`config.mk`:
```
export PLATFORM = sky130hd
export DESIGN_NAME = exmem_skid
export DESIGN_NICKNAME = d
export VERILOG_FILES = /design/src/rtl/lc3b_types.sv /design/src/rtl/exmem_skid_reg.sv /design/src/rtl/exmem_skid.sv
export SDC_FILE = /design/constraint.sdc
export NUM_CORES = 1
export LEC_CHECK = 0
export ABC_AREA = 0
export BUFFER_PORTS_ARGS = -buffer_cell sky130_fd_sc_hd__buf_2
export CAP_MARGIN = 20
export CORE_MARGIN = 3
export CORE_UTILIZATION = 49
export DETAILED_ROUTE_END_ITERATION = 7
export PLACE_DENSITY = 0.85
export REMOVE_ABC_BUFFERS = 1
export SLEW_MARGIN = 25
export SYNTH_ARGS = -nofsm -noshare
export SYNTH_HDL_FRONTEND = slang
export SYNTH_SLANG_ARGS = --single-unit
```
`constraint.sdc`:
```
create_clock -name clk -period 1.8 [get_ports clk]
set_input_delay 0.18 -clock clk [delete_from_list [all_inputs] [get_ports clk]]
set_output_delay 0.18 -clock clk [all_outputs]
set_load 0.05 [all_outputs]
```
`src/rtl/lc3b_types.sv`:
```
// rtl/lc3b_types.sv - LC-3b shared types for the EX/MEM pipeline register
package lc3b_types;

    localparam int LC3B_CTRL_W = 32;

    typedef logic [15:0]            lc3b_word;
    typedef logic [2:0]             lc3b_reg;
    typedef logic [LC3B_CTRL_W-1:0] lc3b_control_word;

    typedef struct packed {
        lc3b_word         pc;
        lc3b_control_word ctrl;
        lc3b_reg          dest;
        lc3b_word         alu;
        lc3b_word         store;
    } lc3b_exmem_payload;

    typedef enum logic [1:0] {
        EMPTY = 2'd0,
        ONE   = 2'd1,
        TWO   = 2'd2
    } exmem_state_t;

endpackage

```
`src/rtl/exmem_skid_reg.sv`:
```
// rtl/exmem_skid_reg.sv - generic two-entry skid register with valid/ready and flush
module skid_reg
    import lc3b_types::*;
#(
    parameter int W       = 8,
    parameter bit SKID_EN = 1'b1
) (
    input  logic         clk,
    input  logic         rst_n,
    input  logic         flush,
    input  logic [W-1:0] in_data,
    input  logic         in_valid,
    output logic         in_ready,
    output logic [W-1:0] out_data,
    output logic         out_valid,
    input  logic         out_ready,
    output logic [1:0]   count
);

    exmem_state_t state_q, state_d;
    logic [W-1:0] head_q, head_d;
    logic [W-1:0] skid_q, skid_d;
    logic         accept, consume;

    assign accept  = in_valid & in_ready;
    assign consume = out_valid & out_ready;

    always_ff @(posedge clk or negedge rst_n) begin
        if (!rst_n) begin
            state_q <= EMPTY;
            head_q  <= '0;
            skid_q  <= '0;
        end else begin
            state_q <= state_d;
            head_q  <= head_d;
            skid_q  <= skid_d;
        end
    end

    // Flush discards a same-edge accept; data regs only move on accept or skid shift.
    always_comb begin
        state_d = state_q;
        head_d  = head_q;
        skid_d  = skid_q;
        if (flush) begin
            state_d = EMPTY;
        end else begin
            case (state_q)
                EMPTY: if (accept) begin
                    head_d  = in_data;
                    state_d = ONE;
                end
                ONE: begin
                    if (accept && consume) begin
                        head_d = in_data;
                    end else if (accept) begin
                        skid_d  = in_data;
                        state_d = TWO;
                    end else if (consume) begin
                        state_d = EMPTY;
                    end
                end
                TWO: if (consume) begin
                    head_d  = skid_q;
                    state_d = ONE;
                end
                default: state_d = EMPTY;
            endcase
        end
    end

    always_comb begin
        out_valid = (state_q != EMPTY);
        out_data  = head_q;
        in_ready  = SKID_EN ? (state_q != TWO) : ((state_q == EMPTY) || out_ready);
        case (state_q)
            ONE:     count = 2'd1;
            TWO:     count = 2'd2;
            default: count = 2'd0;
        endcase
    end

    a_no_accept_when_full: assert property (@(posedge clk) disable iff (!rst_n)
        (state_q == TWO && !out_ready && !flush) |=> (state_q == TWO && $stable(skid_q)));

    a_stable_under_stall: assert property (@(posedge clk) disable iff (!rst_n)
        (out_valid && !out_ready && !flush) |=> $stable(out_data));

    a_count_range: assert property (@(posedge clk) disable iff (!rst_n) count != 2'd3);

endmodule

```
`src/rtl/exmem_skid.sv`:
```
// rtl/exmem_skid.sv - EX/MEM pipeline register with skid buffer and flush
module exmem_skid
    import lc3b_types::*;
#(
    parameter int CTRL_W  = 32,
    parameter bit SKID_EN = 1'b1
) (
    input  logic              clk,
    input  logic              rst_n,
    input  logic              flush,
    input  logic              ex_valid,
    output logic              ex_ready,
    input  logic [15:0]       ex_pc,
    input  logic [CTRL_W-1:0] ex_ctrl,
    input  logic [2:0]        ex_dest,
    input  logic [15:0]       ex_alu,
    input  logic [15:0]       ex_store,
    output logic              mem_valid,
    input  logic              mem_ready,
    output logic [15:0]       mem_pc,
    output logic [CTRL_W-1:0] mem_ctrl,
    output logic [2:0]        mem_dest,
    output logic [15:0]       mem_alu,
    output logic [15:0]       mem_store,
    output logic [1:0]        occupancy
);

    lc3b_exmem_payload in_p, out_p;

    always_comb begin
        in_p.pc    = ex_pc;
        in_p.ctrl  = ex_ctrl;
        in_p.dest  = ex_dest;
        in_p.alu   = ex_alu;
        in_p.store = ex_store;
    end

    assign mem_pc    = out_p.pc;
    assign mem_ctrl  = out_p.ctrl;
    assign mem_dest  = out_p.dest;
    assign mem_alu   = out_p.alu;
    assign mem_store = out_p.store;

    skid_reg #(
        .W       ($bits(lc3b_exmem_payload)),
        .SKID_EN (SKID_EN)
    ) u_skid (
        .clk       (clk),
        .rst_n     (rst_n),
        .flush     (flush),
        .in_data   (in_p),
        .in_valid  (ex_valid),
        .in_ready  (ex_ready),
        .out_data  (out_p),
        .out_valid (mem_valid),
        .out_ready (mem_ready),
        .count     (occupancy)
    );

endmodule

```
# [After elaboration in Yosys (flattened, before gate mapping)]
# Cells that the tools add are included.
[classes] n_mux=12 n_reduce_logical=7 bitwise=4 n_eq_ne=10
[op_table] op="two-way mux 83 bit" n=3
[op_table] op="one-hot mux 83 bit (3 select lines)" n=1
[op_table] op="two-way mux 2 bit" n=6
[op_table] op="AND reduction 4 bit" n=2
[op_table] op="inequality test 2 x 1 -> 1 bit, second input constant" n=3
[op_table] op="inequality test 3 x 2 -> 1 bit, second input constant" n=2
[op_table] op="one-hot mux 2 bit (3 select lines)" n=1
[op_table] op="AND reduction 5 bit" n=1
[op_table] op="inequality test 4 x 2 -> 1 bit, second input constant" n=1
[op_table] op="one-hot mux 2 bit (2 select lines)" n=1
[op_table] op="inequality test 3 bit, second input constant" n=1
[op_table] op="nonzero test 3 bit" n=1
[op_table] op="AND 1 bit" n=2
[op_table] op="== test 2 x 1 -> 1 bit, second input constant" n=1
[op_table] op="== test 2 bit, second input constant" n=1
[op_table] op="zero test 2 bit" n=1
[op_table] op="inequality test 2 bit, second input constant" n=1
[op_table] op="inverter 1 bit" n=2
[op_table] op="nonzero test 2 bit" n=1
[op_table] op="logical AND 1 bit" n=1
[word_totals] register_bits=168 out_inout_bits=87 input_bits=88

# [Logic depth before layout (Yosys ltp)]
# Gate-level depths: netlist (run 1).
[depth] word_depth=7 depth_mapped=7 ltp_nobuf=5

# [Worst setup path after synthesis (run 1)]
# Ideal clock, no wire load.
[synth_path] path_type="register -> register" from="register u_skid.state_q[0]" to="register u_skid.head_q[74] (netlist: u_skid.out_data[74])" path_stages_with_launch=6 path_buffers=1 path_slack_ns=-0.422 setup_time_ns=0.125 t_arrival_ns=2.097 path_cell_list="dfrtp_1 > nand2b_4 > inv_2 > clkbuf_1 > mux2_2 > mux2_4"
[synth_via] elab_chain_cells=5 elab_cells_between_ends=14 cone_classes="eq/ne (6); mux (1); bitwise (2); reduce/logical (5)"
[synth_rtl] element="start: declaration" line="exmem_skid_reg.sv:20" source="exmem_state_t state_q, state_d;"
[synth_rtl] element="start signal: assignment" line="exmem_skid_reg.sv:34" source="state_q <= state_d;"
[synth_rtl] element="inequality test 2 bit (*)" line="exmem_skid_reg.sv:75" source="in_ready = SKID_EN ? (state_q != TWO) : ((state_q == EMPTY) || out_ready);"
[synth_rtl] element="net ex_ready" line="exmem_skid.sv:12" source="output logic ex_ready,"
[synth_rtl] element="AND 1 bit (*)" line="exmem_skid_reg.sv:25" source="assign accept = in_valid & in_ready;"
[synth_rtl] element="logical AND 1 bit" line="exmem_skid_reg.sv:54" source="if (accept && consume) begin"
[synth_rtl] element="inequality test 2 x 1 -> 1 bit (no source line)"
[synth_rtl] element="AND reduction 5 bit (no source line) (*)"
[synth_rtl] element="end signal: assignment" line="exmem_skid_reg.sv:31" source="head_q <= '0;"
[synth_rtl] element="end signal: assignment" line="exmem_skid_reg.sv:35" source="head_q <= head_d;"
[synth_rtl] element="end: declaration" line="exmem_skid_reg.sv:21" source="logic [W-1:0] head_q, head_d;"
# The timed path passes the listed nets; every way through them passes the cells marked *.
# A chain may end at the register's enable or synchronous reset.

# [Worst setup path after layout (run 1)]
[layout_path] from="register u_skid.state_q[1]" to="register u_skid.head_q[76] (netlist: u_skid.out_data[76])"
[layout_via] elab_chain_cells=5 elab_cells_between_ends=14 cone_classes="eq/ne (6); mux (1); bitwise (2); reduce/logical (5)"
[layout_rtl] element="inequality test 2 bit / nonzero test 2 bit (equally long branches)" line="exmem_skid_reg.sv:75, exmem_skid_reg.sv:73"
[layout_rtl] element="AND 1 bit, on equally long branches" line="exmem_skid_reg.sv:25, exmem_skid_reg.sv:26"
[layout_rtl] element="logical AND 1 bit" line="exmem_skid_reg.sv:54"
[layout_rtl] element="inequality test 2 x 1 -> 1 bit (no source line)"
[layout_rtl] element="AND reduction 5 bit (no source line)"
# Several ways; a longest one is shown, not always the timed one.

==> metrics.sh, run 1 <==
POST_SYNTH_MAIN_AREA_CONTRIBUTORS='sky130_fd_sc_hd__dfrtp_1, sky130_fd_sc_hd__mux2_2, sky130_fd_sc_hd__mux2_4, sky130_fd_sc_hd__buf_6, sky130_fd_sc_hd__mux2_1'
FINALPOWER_mW=12.88
CTSROOTBUFFERMASTER='sky130_fd_sc_hd__clkbuf_16'
CTS_TREE='done'
OVERFLOW=0
GRT_MAX_DEGREE=60
SEQ_AREA_SQ_UM=4204
LAYOUT-DRIVE-GT1-SHARE=0.6685
CTS-BUFFERS-INSERTED=17
NUM-NETS-FINAL=809
SYNTHMOSTINSTANTIATEDCELL='sky130_fd_sc_hd__mux2_2'
SYNTH.TOP_CELL.AREA_SHARE=0.5528
DRC_ERRORS=0
VDD_DROP_MAX_mV=0.9320
SETUP.WORST_PATH.START_CLASS='flip-flop'
SYNTH_EDF_COUNT=0
GRT_SETUP_UNREPAIRED='true'
WORSTPATHARRIVAL_NS=2.09
GRT_PASS1_WL_UM=27630
COMBINATIONAL_FAMILY_WITH_THE_MOST_AREA_AFTER_SYNTHESIS='multiplexers'
FLOORPLAN.INITIALDENSITY=0.5116
POST_SYNTH_INSTANCE_AREA_SQ_UM=7605
WORST-PATH-MAX-FANOUT=21
SYNTH.YOSYS.WARNINGS=0
CAP_VIOL_MAX_COUNT=0
PATH_CELLS='buf_4 > nand2b_4 > clkinv_4 > bufbuf_16 > mux2_2 > mux2_4'
PLACE.GP.CONGESTION=0.7406
MAX_SLEW_MARGIN=0.6091
TIMING.CRITICAL_PATH.REQUIRED_NS=2.11
POWER.STATIC_LEAKAGE_nW=4.852
FP-ROW-COUNT=44
HPWL_UM=11220
WIRELENGTH_UM=17530
FINAL_PERIOD_MINUS_WORST_SETUP_SLACK_NS=1.782
ROUTEDWLPERCELL_UM=19.12
DIE_WIDTH_UM=130.6
CRIT-REG2REG-LAUNCH='u_skid.state_q[1]$_DFFE_PN0P_'
ANTENNA_VIOLATING_NETS_POST_ROUTE=0
DRTITER0DRC=251
TIMING.CRITICAL_PATH.SLOWEST_STAGE_CELL='sky130_fd_sc_hd__dfrtp_1'
WORST_R2R_ENDPOINT='u_skid.out_data[76]$_DFFE_PN0P_'
CRITPATHCAPTURETYPE='flip-flop'
YOSYS.AREA_SHARE.ADDER=0
WORST_SETUP_PATH_STARTPOINT='u_skid.state_q[1]$_DFFE_PN0P_'
ANTENNA_FOUND_INITIAL=0
CRIT_PATH_END='u_skid.out_data[76]$_DFFE_PN0P_'
IO_PINS=175
P_PER_AREA_nW_PER_UM2=1256
FINAL_HOLD_VIOLATING_ENDPOINTS=0
SYNTH_COMMONEST_CELLS='sky130_fd_sc_hd__mux2_2, sky130_fd_sc_hd__dfrtp_1, sky130_fd_sc_hd__mux2_4'
YOSYS_REGISTER_BITS=168
FINAL_MIN_PERIOD_OVER_CLOCK_PERIOD=0.9902
FINAL-MAX-SLEW-VIOLATION-COUNT=0
AREA_GROWTH_SYN_TO_LAYOUT_PCT=34.85
CLKSLEWWORSTSETUPHOLDPATHS_NS=0.06
CRITICAL_PATH_START_END_CLASSIFICATION='flip-flop to flip-flop'
FLOORPLAN.DIE.HEIGHT_UM=130.6
CLKLATENCYLATEPIN_NS=0.43
SYNTH_FLOP_CELL='sky130_fd_sc_hd__dfrtp_1'
WORST_PATH_MAX_STAGE_DELAY_NS=0.41
HP-CLASS='input pin to flip-flop'
ROUTE.VIAS.TOTAL=4800
GRT_UTIL_ALL_LAYERS=0.2097
SYNTH_CELL_TYPES=19
SYNTH_XOR_XNOR_AREA_SHARE=0
CTS-ROOT-TO-SINK-BUFFERS=2
TIGHTESTPINTRANSITION_NS=0.5864
SYNTH_LARGEST_AREA_CELL='sky130_fd_sc_hd__dfrtp_1'
CTS_SINKS=168
NUMBER_OF_STANDARD_CELLS_AFTER_SYNTHESIS=460
VIAS_PER_CELL=5.234
ANTENNADIODECOUNT=0
CLOCK_SKEW_NS=0.01125
FINALSETUPTNS_NS=0
MULTI_INPUT_AREA_SQ_UM=3223
DRT_FIRST_PASS_ITERS=4
POST_SYNTH_MUX_AREA_SHARE=0.4046
FILLERINSTANCES=959
SYNTH.AVG_CELL_AREA_SQ_UM=16.53
ASYNC_FLOP_SHARE=1.000
MAXCLOCKFREQUENCY_GHz=0.5610
FF2FF_PATH_DEPTH=6
NUMBER_OF_GLOBAL_ROUTE_VIAS_BEFORE_REPAIR=5387
CORE_AREA_SQ_UM=14860
CTS_HTREE_LEVELS=4
FP.DIEAREA_SQ_UM=17050
PLACEMENT.IO_BUFFERS=174
SETUP_VIOL=0
POST_SYNTHESIS_COMPOUND_GATE_AREA_FRACTION=0.003455
SETUP.REG_TO_REG.WORST_SLACK_NS=0.02
RUN_STATUS='completed'
POST_SYNTH_AND_OR_NAND_NOR_AREA_FRACTION=0.007897
SYNTH-SEQ-AREA-SHARE=0.5528
cell type report:
class,count,area share
flip-flops and latches,168,0.4100
multi-input cells,264,0.3143
repair buffers,269,0.1914
clock buffers,20,0.04453
well taps,184,0.02245
clock inverters,11,0.01647
inverters,1,0.0008541
per-layer routing:
metal  up-vias  track usage  wire (um)
met3        28      0.06260        981
met2       155       0.3675       8987
met5         -            0          0
met1      2442       0.2461       7279
met4         0      0.07139        282
li1       2175            -          -
flip-flops by register name, summed over array words and instances, names as in the netlist:
| signal | cells |
|---|---|
| u_skid.skid_q | 83 |
| u_skid.out_data | 83 |
| u_skid.state_q | 2 |
worst max-delay path, delay by kind of cell (launching register included):
family | cells | cell delay, ns
buffers and inverters | 3 | 0.56
and+or+nand+nor | 1 | 0.06
muxes | 2 | 0.64
DFF | 1 | 0.41
stage by stage:
| stage | instances | area [sq um] | setup WS (ns) | utilization | hold WS [ns] |
|---|---|---|---|---|---|
| floorplan | 433 | 7371 | -6.970 | - | -0.1156 |
| global route | 917 | 10250 | -0.04249 | 0.6899 | 0.003732 |
| global placement | 822 | 8899 | 0.06040 | 0.5987 | 0.1960 |
| detailed placement | 822 | 8899 | -0.007859 | 0.5987 | 0.2102 |
| CTS | 914 | 10170 | 0.01312 | 0.6843 | 0.0008137 |
| finish | 917 | 10250 | 0.01757 | 0.6899 | 0.01081 |
power breakdown:
group | total (mW) | leakage, nW | internal (mW) | switching, mW
clock | 3.91 | 0.307 | 2.39 | 1.52
sequential | 5.22 | 2.02 | 4.70 | 0.521
combinational | 3.75 | 2.53 | 1.56 | 2.19
layout by cell type (no fill, tap or decap), drive strengths merged, types with 2 or more instances in the layout:
cell,instances
clkinv,5
dlygate4sd3,60
nor2,3
buf,207
a21oi,2
bufinv,4
mux2,249
clkbuf,21
dfrtp,168
nor2b,2
inv,2
nand2b,2
logic make-up after synthesis:
kind of cell           count (synthesis)
buffers and inverters                 28
multiplexers                         250
AO/OA/AOI/OAI                          4
flip-flops                           168
AND/OR/NAND/NOR                       10
worst min path at each step:
| stage | from | to | cells past startpoint |
|---|---|---|---|
| final | ex_store[0] | u_skid.skid_q[0]$_DFFE_PN0P_ | 2 |
| after global routing | ex_store[0] | u_skid.skid_q[0]$_DFFE_PN0P_ | 2 |
| after CTS | ex_pc[12] | u_skid.skid_q[79]$_DFFE_PN0P_ | 2 |
| after detailed placement | rst_n | u_skid.skid_q[56]$_DFFE_PN0P_ | 1 |
| after global placement | rst_n | u_skid.out_data[39]$_DFFE_PN0P_ | 1 |
| after floorplan | rst_n | u_skid.out_data[0]$_DFFE_PN0P_ | 0 |
what timing repair did:
item	CTS	global route
buffers inserted	0	2
setup endpoints to repair	20	82
pin swaps	0	1
endpoints found under the hold margin	112	0
hold buffers	60	0
cloned	1	1
resized for setup	3	12
No activity file was read; power rests on OpenSTA's default activity.
==> inputs of run 2 (changes only) <==
ABC_AREA = 1   (was 0)
CORE_UTILIZATION = 48   (was 49)
==> run 2 against run 1 <==
Against the previous run: maximum frequency up 4.3%; sequential cell count unchanged; critical path depth down 2.
==> metrics.sh, run 2 <==
INSTANCES_NO_FILL=1192
FINAL_PERIOD_MINUS_WORST_SETUP_SLACK_NS=1.708
WORST_R2R_ENDPOINT='u_skid.skid_q[64]$_DFFE_PN0P_'
MAXCLOCKFREQUENCY_GHz=0.5853
P_PER_AREA_nW_PER_UM2=1996
P_SWITCHING_mW=8.013
PLACE.GP.CONGESTION=0.8433
POST-PLACE-CELLS=1160
DRTITER0DRC=404
HPWL_UM=11080
POWER.COMBINATIONAL.FRACTION=0.428
CLK_NETWORK_PWR_SHARE=0.204
HP-CLASS='input pin to flip-flop'
SYNTH_EDF_COUNT=0
CRITPATHTOPFAMILY='buffers and inverters'
SYNTH_CELL_TYPES=16
SETUP.REG_TO_REG.WORST_SLACK_NS=0.19
ANTENNA_FOUND_INITIAL=1
FINALPOWER_mW=17.63
SYNTH_COMMONEST_CELLS='sky130_fd_sc_hd__dfrtp_1, sky130_fd_sc_hd__nand2_1, sky130_fd_sc_hd__a21oi_1, sky130_fd_sc_hd__o21ai_0, sky130_fd_sc_hd__nor2_1'
POWER.SHARE.SWITCHING=0.4544
HP-START='ex_pc[9]'
FINAL_COMMON_CELL='sky130_fd_sc_hd__buf_2'
SYNTH.YOSYS.WARNINGS=0
SYNTH.AVG_CELL_AREA_SQ_UM=8.664
ROUTE.VIAS.TOTAL=5980
NUM-NETS-FINAL=1086
GRT_UTIL_ALL_LAYERS=0.1987
PATH_CELLS='nor2_4 > clkinv_2 > buf_12 > clkbuf_4'
SYNTH_LARGEST_AREA_CELL='sky130_fd_sc_hd__dfrtp_1'
LAYOUT.CELLS.MOST_COMMON_LIST='sky130_fd_sc_hd__buf_2, sky130_fd_sc_hd__dfrtp_1, sky130_fd_sc_hd__nand2_1, sky130_fd_sc_hd__a21oi_1, sky130_fd_sc_hd__o21ai_0'
ANTENNA_VIOLATING_NETS_POST_ROUTE=0
ANTENNADIODECOUNT=0
POWER_REPORT.INTERNAL_TOTAL_mW=9.622
CTS-ROOT-TO-SINK-BUFFERS=2
OVERFLOW=0
FLOORPLAN.DIE.HEIGHT_UM=129.0
WORST-PATH-MAX-FANOUT=43
NUMBER_OF_STANDARD_CELLS_AFTER_SYNTHESIS=838
CTS_TREE='done'
CLOCK_SKEW_NS=0.009140
FINAL-MAX-SLEW-VIOLATION-COUNT=0
SYNTH_FLOP_CELL='sky130_fd_sc_hd__dfrtp_1'
DIE_WIDTH_UM=129.0
MAX_SLEW_MARGIN=0.6942
SYNTH-SEQ-AREA-SHARE=0.5790
PLACEMENT.IO_BUFFERS=174
WORSTPATHARRIVAL_NS=1.53
GRT_MAX_DEGREE=73
CAP_VIOL_MAX_COUNT=0
FLOORPLAN.INITIALDENSITY=0.4958
POST_PLACE_SETUP_SLACK_NS=0.1327
FINAL_MIN_PERIOD_OVER_CLOCK_PERIOD=0.9491
DRT_FIRST_PASS_ITERS=6
POSTLAYOUTSETUPSLACKWORST_NS=0.09160
CTS_HTREE_LEVELS=4
SYNTH.TOP_CELL.AREA_SHARE=0.5790
TIGHTESTPINTRANSITION_NS=0.4587
LAYOUT-DRIVE-GT1-SHARE=0.2302
IO_PINS=175
FINALSETUPTNS_NS=0
CRIT-REG2REG-LAUNCH='u_skid.state_q[0]$_DFFE_PN0P_'
SETUP_VIOL=0
FINAL_HOLD_VIOLATING_ENDPOINTS=0
POST_SYNTH_MAIN_AREA_CONTRIBUTORS='sky130_fd_sc_hd__dfrtp_1, sky130_fd_sc_hd__nand2_1, sky130_fd_sc_hd__a21oi_1, sky130_fd_sc_hd__o21ai_0, sky130_fd_sc_hd__nor2_1'
POWER.STATIC_LEAKAGE_nW=4.517
CLKSLEWWORSTSETUPHOLDPATHS_NS=0.06
FP-ROW-COUNT=44
CTS_SINKS=168
ASYNC_FLOP_SHARE=1.000
NUMBER_OF_GLOBAL_ROUTE_VIAS_BEFORE_REPAIR=5552
HOLD_PATH_DEPTH=3
VDD_DROP_MAX_mV=1.112
CLKLATENCYLATEPIN_NS=0.42
TIMING.CRITICAL_PATH.SLOWEST_STAGE_CELL='sky130_fd_sc_hd__dfrtp_2'
FF2FF_PATH_DEPTH=7
CRITPATHCAPTURETYPE='primary output'
AREA_GROWTH_SYN_TO_LAYOUT_PCT=21.70
CRITICAL_PATH_START_END_CLASSIFICATION='flip-flop to primary output'
SEQ_POWER_SHARE=0.368
ROUTEDWLPERCELL_UM=13.62
CTSROOTBUFFERMASTER='sky130_fd_sc_hd__clkbuf_16'
DRC_ERRORS=0
VIAS_PER_CELL=5.017
CP_NUM_BUF_INV=3
TIMING.CRITICAL_PATH.REQUIRED_NS=1.62
CTS-BUFFERS-INSERTED=17
WIRELENGTH_UM=16230
GRT_PASS1_WL_UM=26650
FP.DIEAREA_SQ_UM=16640
RUN_STATUS='completed'
HOLD-PATH-ENDPOINT='u_skid.skid_q[76]$_DFFE_PN0P_'
POST_SYNTH_INSTANCE_AREA_SQ_UM=7261
SYNTHMOSTINSTANTIATEDCELL='sky130_fd_sc_hd__dfrtp_1'
SETUP.WORST_PATH.START_CLASS='flip-flop'
CORE_AREA_SQ_UM=14640
GRT_SETUP_UNREPAIRED='false'
YOSYS_REGISTER_BITS=168
WORST_PATH_MAX_STAGE_DELAY_NS=0.45
==> run 2: layout make-up <==
cell class / instances / area [sq um]
Timing Repair Buffer: 196 / 1166
Tap cell: 184 / 230.2
Clock inverter: 8 / 97.59
Inverter: 91 / 342.8
Sequential cell: 168 / 4205
Clock buffer: 21 / 480.5
Fill cell: 1292 / 5808
Multi-Input combinational cell: 524 / 2313
==> run 2: layer usage <==
layer / share of wire / wire, um / global-route usage / vias up
li1: - / - / - / 2977
met5: 0.00080 / 13 / 0 / -
met1: 0.45 / 7287 / 0.2696 / 2784
met3: 0.074 / 1205 / 0.06061 / 17
met4: 0.010 / 163 / 0.05250 / 2
met2: 0.47 / 7562 / 0.3137 / 200
==> run 2: worst max-delay path by stage <==
stage               depth (start not counted)                           from  slack [ns]                              end
floorplan                                   4  u_skid.state_q[0]$_DFFE_PN0P_       -2.29   u_skid.out_data[0]$_DFFE_PN0P_
global placement                            6  u_skid.state_q[0]$_DFFE_PN0P_        0.25  u_skid.out_data[71]$_DFFE_PN0P_
detailed placement                          6  u_skid.state_q[0]$_DFFE_PN0P_        0.13  u_skid.out_data[64]$_DFFE_PN0P_
CTS                                         4  u_skid.state_q[0]$_DFFE_PN0P_        0.01                         ex_ready
global route                                5  u_skid.state_q[1]$_DFFE_PN0P_        0.01                         ex_ready
finish                                      4  u_skid.state_q[0]$_DFFE_PN0P_        0.09                         ex_ready
==> run 2: what timing repair did <==
item | in CTS | in global routing
endpoints found under the setup margin | 1 | 17
endpoints found under the hold margin | 36 | 0
setup buffers | 0 | 2
cloned | 0 | 0
hold buffers | 1 | 0
gates resized for setup | 1 | 3
==> run 2: cell families after synthesis <==
family,after synthesis,synth area share
simple gates,273,0.1435
flops,168,0.5790
compound gates,251,0.1730
buf+inv,146,0.1044
==> run 2: tightest hold or removal path, cell delays in order <==
cell and delay, ns:
sky130_fd_sc_hd__buf_2 0.10, sky130_fd_sc_hd__inv_1 0.06, sky130_fd_sc_hd__o21ai_1 0.06
==> run 2: power by group through the flow <==
stage	Clock (mW)	Combinational, mW	Sequential [mW]
2_1_floorplan	0	2.36	9.65
3_5_place_dp	0	7.56	6.53
6_report	3.59	7.55	6.49
5_1_grt	3.81	8.22	6.69
4_1_cts	3.66	7.58	6.49
3_3_place_gp	0	7.37	6.44
==> run 2: stage by stage <==
| step | hold WS, ns | instance area, sq um | utilization |
|---|---|---|---|
| after detailed placement | 0.1366 | 8223 | 0.5615 |
| after global routing | 0.02028 | 8836 | 0.6034 |
| after CTS | 0.002553 | 8813 | 0.6018 |
| after global placement | 0.1338 | 8223 | 0.5615 |
| final | 0.02371 | 8836 | 0.6034 |
| after floorplan | -0.1156 | 6844 | - |
